## src/rtl/password_scanner.sv

```systemverilog
// BCD password range scanner: counts six-digit candidates with non-decreasing digits and an adjacent pair.
// Optional build macro PASSWORD_STRICT_PAIR_EN restricts the pair rule to runs of exactly two digits.
module password_scanner #(
    parameter int COUNT_W = 20
) (
    input  logic               clk,
    input  logic               rst,
    input  logic               start,
    input  logic [23:0]        range_lo,
    input  logic [23:0]        range_hi,
    output logic               busy,
    output logic               done,
    output logic               input_err,
    output logic [COUNT_W-1:0] count
);

    typedef enum logic [1:0] {IDLE, SCAN, DRAIN, DONE} state_t;

    state_t      state, state_nx;
    logic [23:0] cand;
    logic        valid_q, match_q;
    logic        load, bad_digit, lo_gt_hi, cand_last, cand_match, pair;
    logic [4:0]  eq, le;

    function automatic logic [23:0] bcd_inc(input logic [23:0] v);
        logic [23:0] r;
        logic        carry;
        r     = v;
        carry = 1'b1;
        for (int i = 0; i < 6; i++) begin
            if (carry) begin
                if (v[4*i +: 4] == 4'd9) begin
                    r[4*i +: 4] = 4'd0;
                end else begin
                    r[4*i +: 4] = v[4*i +: 4] + 4'd1;
                    carry       = 1'b0;
                end
            end
        end
        return r;
    endfunction

    always_comb begin
        bad_digit = 1'b0;
        for (int i = 0; i < 6; i++) begin
            if (range_lo[4*i +: 4] > 4'd9 || range_hi[4*i +: 4] > 4'd9)
                bad_digit = 1'b1;
        end
    end

    // With all digits valid, BCD ordering matches plain binary ordering.
    assign lo_gt_hi  = range_lo > range_hi;
    assign cand_last = cand == range_hi;

    // eq[i]/le[i] relate digit i to its more significant neighbour i+1.
    always_comb begin
        for (int i = 0; i < 5; i++) begin
            eq[i] = cand[4*i +: 4] == cand[4*(i+1) +: 4];
            le[i] = cand[4*(i+1) +: 4] <= cand[4*i +: 4];
        end
    end

`ifdef PASSWORD_STRICT_PAIR_EN
    // A pair qualifies only when neither neighbouring pair is also equal.
    assign pair = |(eq & ~{eq[3:0], 1'b0} & ~{1'b0, eq[4:1]});
`else
    assign pair = |eq;
`endif

    assign cand_match = (&le) & pair;

    always_ff @(posedge clk or negedge rst) begin
        if (!rst) state <= IDLE;
        else      state <= state_nx;
    end

    always_comb begin
        state_nx = state;
        load     = 1'b0;
        case (state)
            IDLE, DONE: begin
                if (start) begin
                    load = 1'b1;
                    if (bad_digit || lo_gt_hi) state_nx = DONE;
                    else                       state_nx = SCAN;
                end
            end
            SCAN:    if (cand_last) state_nx = DRAIN;
            DRAIN:   state_nx = DONE;
            default: state_nx = IDLE;
        endcase
    end

    always_ff @(posedge clk or negedge rst) begin
        if (!rst) begin
            cand      <= '0;
            valid_q   <= 1'b0;
            match_q   <= 1'b0;
            count     <= '0;
            input_err <= 1'b0;
        end else begin
            if (valid_q && match_q && count != {COUNT_W{1'b1}})
                count <= count + COUNT_W'(1);
            valid_q <= 1'b0;
            if (state == SCAN) begin
                valid_q <= 1'b1;
                match_q <= cand_match;
                if (!cand_last) cand <= bcd_inc(cand);
            end
            if (load) begin
                count     <= '0;
                input_err <= bad_digit;
                cand      <= range_lo;
                valid_q   <= 1'b0;
            end
        end
    end

    assign busy = (state == SCAN) || (state == DRAIN);
    assign done = state == DONE;

endmodule
```

## config.mk

```make
export PLATFORM = sky130hd
export DESIGN_NAME = password_scanner
export DESIGN_NICKNAME = d
export VERILOG_FILES = /design/src/rtl/password_scanner.sv
export SDC_FILE = /design/constraint.sdc
export NUM_CORES = 1
export LEC_CHECK = 0
export CORE_AREA = 2 2 85 87
export CTS_BUF_LIST = sky130_fd_sc_hd__clkbuf_8
export DETAILED_ROUTE_END_ITERATION = 6
export DIE_AREA = 0 0 87 89
export DONT_BUFFER_PORTS = 1
export GPL_ROUTABILITY_DRIVEN = 0
export MAX_ROUTING_LAYER = met4
export PLACE_DENSITY = 0.79
export SETUP_SLACK_MARGIN = 0.2
export SLEW_MARGIN = 15
export SYNTH_ARGS = -nofsm -noshare
export SYNTH_HDL_FRONTEND = slang
export SYNTH_SLANG_ARGS = --single-unit
export TNS_END_PERCENT = 5
```

## constraint.sdc

```tcl
create_clock -name clk -period 2.4 [get_ports clk]
set_input_delay 0.24 -clock clk [delete_from_list [all_inputs] [get_ports clk]]
set_output_delay 0.24 -clock clk [all_outputs]
set_load 0.01 [all_outputs]
```

Yosys cells after proc, flatten, opt, wreduce, memory -nomap -nowiden
Index checks and enable logic that the tools add are counted.
- flip-flop bits (word level): 49
- input port bits: 51
- output and inout bits: 23
- logic and storage cells: 133
- add/subtract/negate cells: 7
- equality and inequality tests: 19
- bitwise gates (word level): 1
- order comparisons: 18
- muxes and demuxes: 49
- reduce and logical (&&, ||, !) cells: 28
- operators with widths (cell ; count):
    $mux 24 ; 3
    $gt 4x4->1 const B ; 12
    $mux 4 ; 11
    $mux 20 ; 2
    $mux 1 ; 29
    $add 4x1->4 const B ; 6
    $eq 24x24->1 ; 1
    $eq 4x4->1 const B ; 6
    $gt 24x24->1 ; 1
    $add 20x1->20 const B ; 1
    $eq 4x4->1 ; 5
    $le 4x4->1 ; 5
    $ne 20x20->1 const B ; 1
    $reduce_and 3->1 ; 5
    $reduce_bool 2->1 ; 7
    $logic_or 1x1->1 ; 8
    $mux 2 ; 3
    $ne 2x2->1 const B ; 3
    $pmux 2 s3 ; 1
    $reduce_and 5->1 ; 1
    $reduce_or 5->1 ; 1
    $eq 2x2->1 const B ; 2
    $reduce_and 2->1 ; 2
    $eq 2x1->1 const B ; 1
    4 further kinds ; 5

Logic depth before layout (Yosys ltp)
- depth after elaboration: 20
- depth in mapped cells: 9
- mapped depth without buffers: 8

Worst setup path before layout
No wires, ideal clock.
- kind: register to register
- start point: register state[1]
- end point: register cand[7]
- buffers on the path: 0
- data required time: 2.318 ns
- clock period less this slack: 2.016 ns
- cell stages (with the launch flop): 8
- arrival time: 1.934 ns
- path slack: 0.384 ns
- cell sequence: dfrtp_1 -> inv_1 -> ha_1 -> nand2_2 -> nor3_1 -> o21ai_2 -> or4_1 -> a31oi_1
- longest elaborated chain between the ends: 5
- elaborated cells on any way between the ends: 10
- classes of those cells: eq/ne: 3; mux: 2; reduce/logical: 5
- RTL lines (what ; RTL line ; RTL):
    from (decl) ; 19 ; state_t state, state_nx;
    from (signal assigned) ; 74 ; else state <= state_nx;
    $eq 2x2->1 / $logic_not 2->1 (equally long branches) ; 80 ; case (state)
    $reduce_or 2->1 ; 80 ;
    $mux 1 ; 80 ;
    $ne 2x2->1 (no source line) / $reduce_bool 2->1 (equally long branches) ; -- ;
    $reduce_and 3->1 (no source line) ; -- ;
    to (signal assigned) ; 108 ; if (!cand_last) cand <= bcd_inc(cand);
    to (signal assigned) ; 113 ; cand <= range_lo;
    to (decl) ; 20 ; logic [23:0] cand;
Several ways; a longest one is shown, not always the timed one.
A chain may end at the register's enable or synchronous reset.

Final worst setup path
- start point: register cand[7]
- end point: register cand[21]
- longest elaborated chain between the ends: 16
- elaborated cells on any way between the ends: 18
- classes of those cells: eq/ne: 3; mux: 13; reduce/logical: 2
- RTL lines (what ; RTL line ; RTL):
    $eq 4x4->1 ; 32 ; if (v[4*i +: 4] == 4'd9) begin
    $mux 1 ; 32 ;
    $mux 1 ; 31 ; if (carry) begin
    $mux 1 ; 108 ;
    $mux 1 ; 105 ; if (state == SCAN) begin
    $mux 1 ; 31 ;
    $mux 1 ; 108 ;
    $mux 1 ; 105 ;
    $mux 1 ; 31 ;
    $mux 1 ; 108 ;
    $mux 1 ; 105 ;
    $mux 1 ; 31 ;
    $mux 1 ; 108 ;
    $mux 1 ; 105 ;
    $reduce_bool 2->1 (no source line) ; -- ;
    $reduce_and 3->1 (no source line) (*) ; -- ;
Mark *: on every way between the ends. The rest lies on a longest branch, timed or not. The select of a mux whose other input is x is not followed.

==> out/metrics.cfg <==
[synth]
post_synth_instance_area_mm2=0.00429
post-synth-top-area-cell=sky130_fd_sc_hd__dfrtp_1
number_of_enable_type_register_cells_in_the_synthesized_netlist=0
synth_cells=507
synth_nets=606
synth_cell_types=63
synthArstFlopShare_pct=100
synth_seq_area_share_pct=28.6
yosysWarnings=0
top_reg_cell_synth=sky130_fd_sc_hd__dfrtp_1
post_synth_main_area_contributors=sky130_fd_sc_hd__dfrtp_1 29%, sky130_fd_sc_hd__ha_1 14%, sky130_fd_sc_hd__xor2_1 8.2%
synthesis.area_per_instance_um2=8.47
synth_top_cell_area_share_pct=28.6
ys_seq_elements=49

[grt]
grt_pass1_wl_um=17800
largest_net_degree_at_the_start_of_global_routing=50
grt_pass1_vias=3721
grt_use_met2_pct=48.9
met3_usage_pct=7.39
overflow=0
initial_antenna_violation_count=0
groute.usage.overall_pct=30.5
met1_usage_pct=38.4
grt.busiest_layer=met2

[placed_design]
place.port_buffers=0
placed_instance_area_mm2=0.00443
hpwl_um=8780

[timing]
worst_slew_margin_rel_pct=65.2
final_max_slew_viol_count=0
final_number_of_hold_violating_endpoints=0
unrepaired_setup_endpoints_after_global_routing=yes
hold_slack_ns=0.0372
fin_setup_tns_ns=0
max_clock_freq_mhz=460
layout_min_cycle_time_ns=2.18
worst_slew_pin_slew_ns=0.519
layout_worst_path_cycle_share_pct=90.6
setup_viol_count_final=0
timing.clock.skew_ns=0.0105

[final_layout]
area_growth_syn_to_layout_pct=7.69
drive_above_1_share_pct=10.7
nets=620
mostFrequentLayoutCells=47 x sky130_fd_sc_hd__inv_1, 47 x sky130_fd_sc_hd__ha_1, 43 x sky130_fd_sc_hd__dfrtp_1
antennaDiodeCount=0
final_area_mm2=0.00462

[worst_setup_path]
critPathMaxFanout=13
crit_path_end_kind=register
worst-r2r-cell-count=7
path_class=reg -> reg
timing.critical_path.arrival_ns=2.42
worst_ep_required_time_ns=2.65
crit_path_start_kind=register

[cts]
clk-insertion-delay-late_ns=0.31
cts_tree=built
clock_tree.root_cell=sky130_fd_sc_hd__clkbuf_8
clockBufferDepth=2
sink_count=49
cts.clk_slew.worst_paths_ns=0.10
h-tree-depth=2
cts_made_buffers=5

[floorplan]
design.die.area_mm2=0.00774
fp-row-count=30
die_w_um=87
dieHeight_um=89
initial_core_util_pct=63.9
ioPinCount=74
core_area_mm2=0.00672

[route]
detail_route.drc_violations=0
drt-wirelength-per-cell_um=18.9
wirelength_um=11400
via_per_inst=6.43
detailedRoute.firstPassIterationCount=5
detailroute.via_count=3869
detailedRoute.firstIterationViolations=347
final_antenna_net_count=0

[power_and_ir_drop]
clock_power_share_pct=24.4
leakagePower_nw=2.11
cellPowerDensity_mw_per_mm2=440
internal_power_mw=1.33
pwr-share-seq_pct=46.0
net-switching-power_uw=705
share_comb_of_total_power_pct=29.6
power.ir.vdd_worst_uv=307
netSwitchingFraction_pct=34.6

[status]
run_status=finished, final reports clean

[job]
maxCapViolCount=0

[min_path]
timing.hold.worst_path_depth=2
hp-class=in -> reg

power groups by stage:
stage	logic (mW)	registers [mW]	clock network (mW)
after floorplan	0.433	0.926	0
after global placement	0.523	0.948	0
after detailed placement	0.547	0.949	0
after CTS	0.577	0.934	0.511
after global routing	0.677	0.941	0.536
final	0.603	0.935	0.497
final cells by class:
class	instances	area, µm²
Inverter	49	184
Sequential cell	49	1230
Clock inverter	3	17.5
Clock buffer	5	68.8
Tap cell	80	100
Fill cell	556	2090
Timing Repair Buffer	25	210
Multi-Input combinational cell	391	2810
critical path: stages, from the launching register on:
cell                       delay [ns]
sky130_fd_sc_hd__dfrtp_1         0.51
sky130_fd_sc_hd__and4bb_4        0.32
sky130_fd_sc_hd__nand3_2         0.12
sky130_fd_sc_hd__nor4_4          0.23
sky130_fd_sc_hd__o21ai_4         0.13
sky130_fd_sc_hd__buf_4           0.20
sky130_fd_sc_hd__or4_1           0.50
sky130_fd_sc_hd__nand3_1         0.09
registers in the layout, indices dropped and copies added (netlist names):
signal     cells
valid_q        1
input_err      1
cand          24
count         20
state          2
match_q        1
worst paths after layout:
path / start / endpoint / slack (ns)
max in group asynchronous: rst / cand[17] / 1.74
worst max register to register: cand[7] / cand[21] / 0.22
worst min-delay path: range_lo[4] / cand[4] / 0.04
worst max-delay path: cand[7] / cand[21] / 0.22
min in group asynchronous: rst / cand[7] / 0.43
worst min register to register: state[1] / state[1] / 0.59
logic make-up (layout without fill, tap and decap cells):
kind of cell    Yosys count  in the layout  share of synthesized area (%)
flops                    49             49                           28.6
simple gates            179            179                           23.3
mux                       5              5                           1.19
buf+inv                  67             82                           6.67
xor+xnor                 45             45                           9.18
fa+ha+maj                48             48                           14.0
compound gates          114            114                           17.2
synthesized netlist by cell type (all sizes together), types with 2 or more instances:
| cell | n |
|---|---|
| inv | 49 |
| o211ai | 5 |
| xor2 | 40 |
| a21oi | 20 |
| o2111ai | 2 |
| o22ai | 3 |
| o31ai | 2 |
| o21ai | 40 |
| nand2b | 3 |
| and4 | 3 |
| nor3 | 2 |
| xnor2 | 5 |
| ha | 48 |
| or3 | 7 |
| o21a | 7 |
| o311ai | 2 |
| and2 | 3 |
| a211oi | 3 |
| and3 | 3 |
| or4 | 7 |
| nand4 | 23 |
| dfrtp | 49 |
| a41oi | 2 |
| buf | 7 |
| mux2i | 4 |
| clkbuf | 11 |
| nand3 | 34 |
| a2bb2oi | 3 |
| nor4 | 9 |
| a22oi | 5 |
| nor2 | 35 |
| a21o | 3 |
| a31oi | 7 |
| nand2 | 38 |
| nor2b | 7 |
per-layer routing:
metal  up-vias  wire length (µm)
li1       1865                 -
met5         -                 0
met1      1831              4790
met2       147              5420
met3        26               884
met4         0               275
through the flow:
| stage | utilization (%) | power, mW | setup WS, ns | std cells |
|---|---|---|---|---|
| floorplan | - | 1.36 | 0.384 | 507 |
| global placement | 65.9 | 1.47 | 0.0361 | 587 |
| detailed placement | 65.9 | 1.50 | 0.0186 | 587 |
| CTS | 67.9 | 2.02 | 0.193 | 597 |
| global route | 68.8 | 2.15 | 0.158 | 602 |
| finish | 68.8 | 2.03 | 0.225 | 602 |
what timing repair did:
item / 4_1_cts / 5_1_grt
pin swaps: 2 / 5
hold endpoints to repair: 49 / 0
setup endpoints to repair: 5 / 22
resized for setup: 4 / 9
hold buffers: 2 / 0
buffers inserted: 0 / 5
No activity file was read; power rests on OpenSTA's default activity.
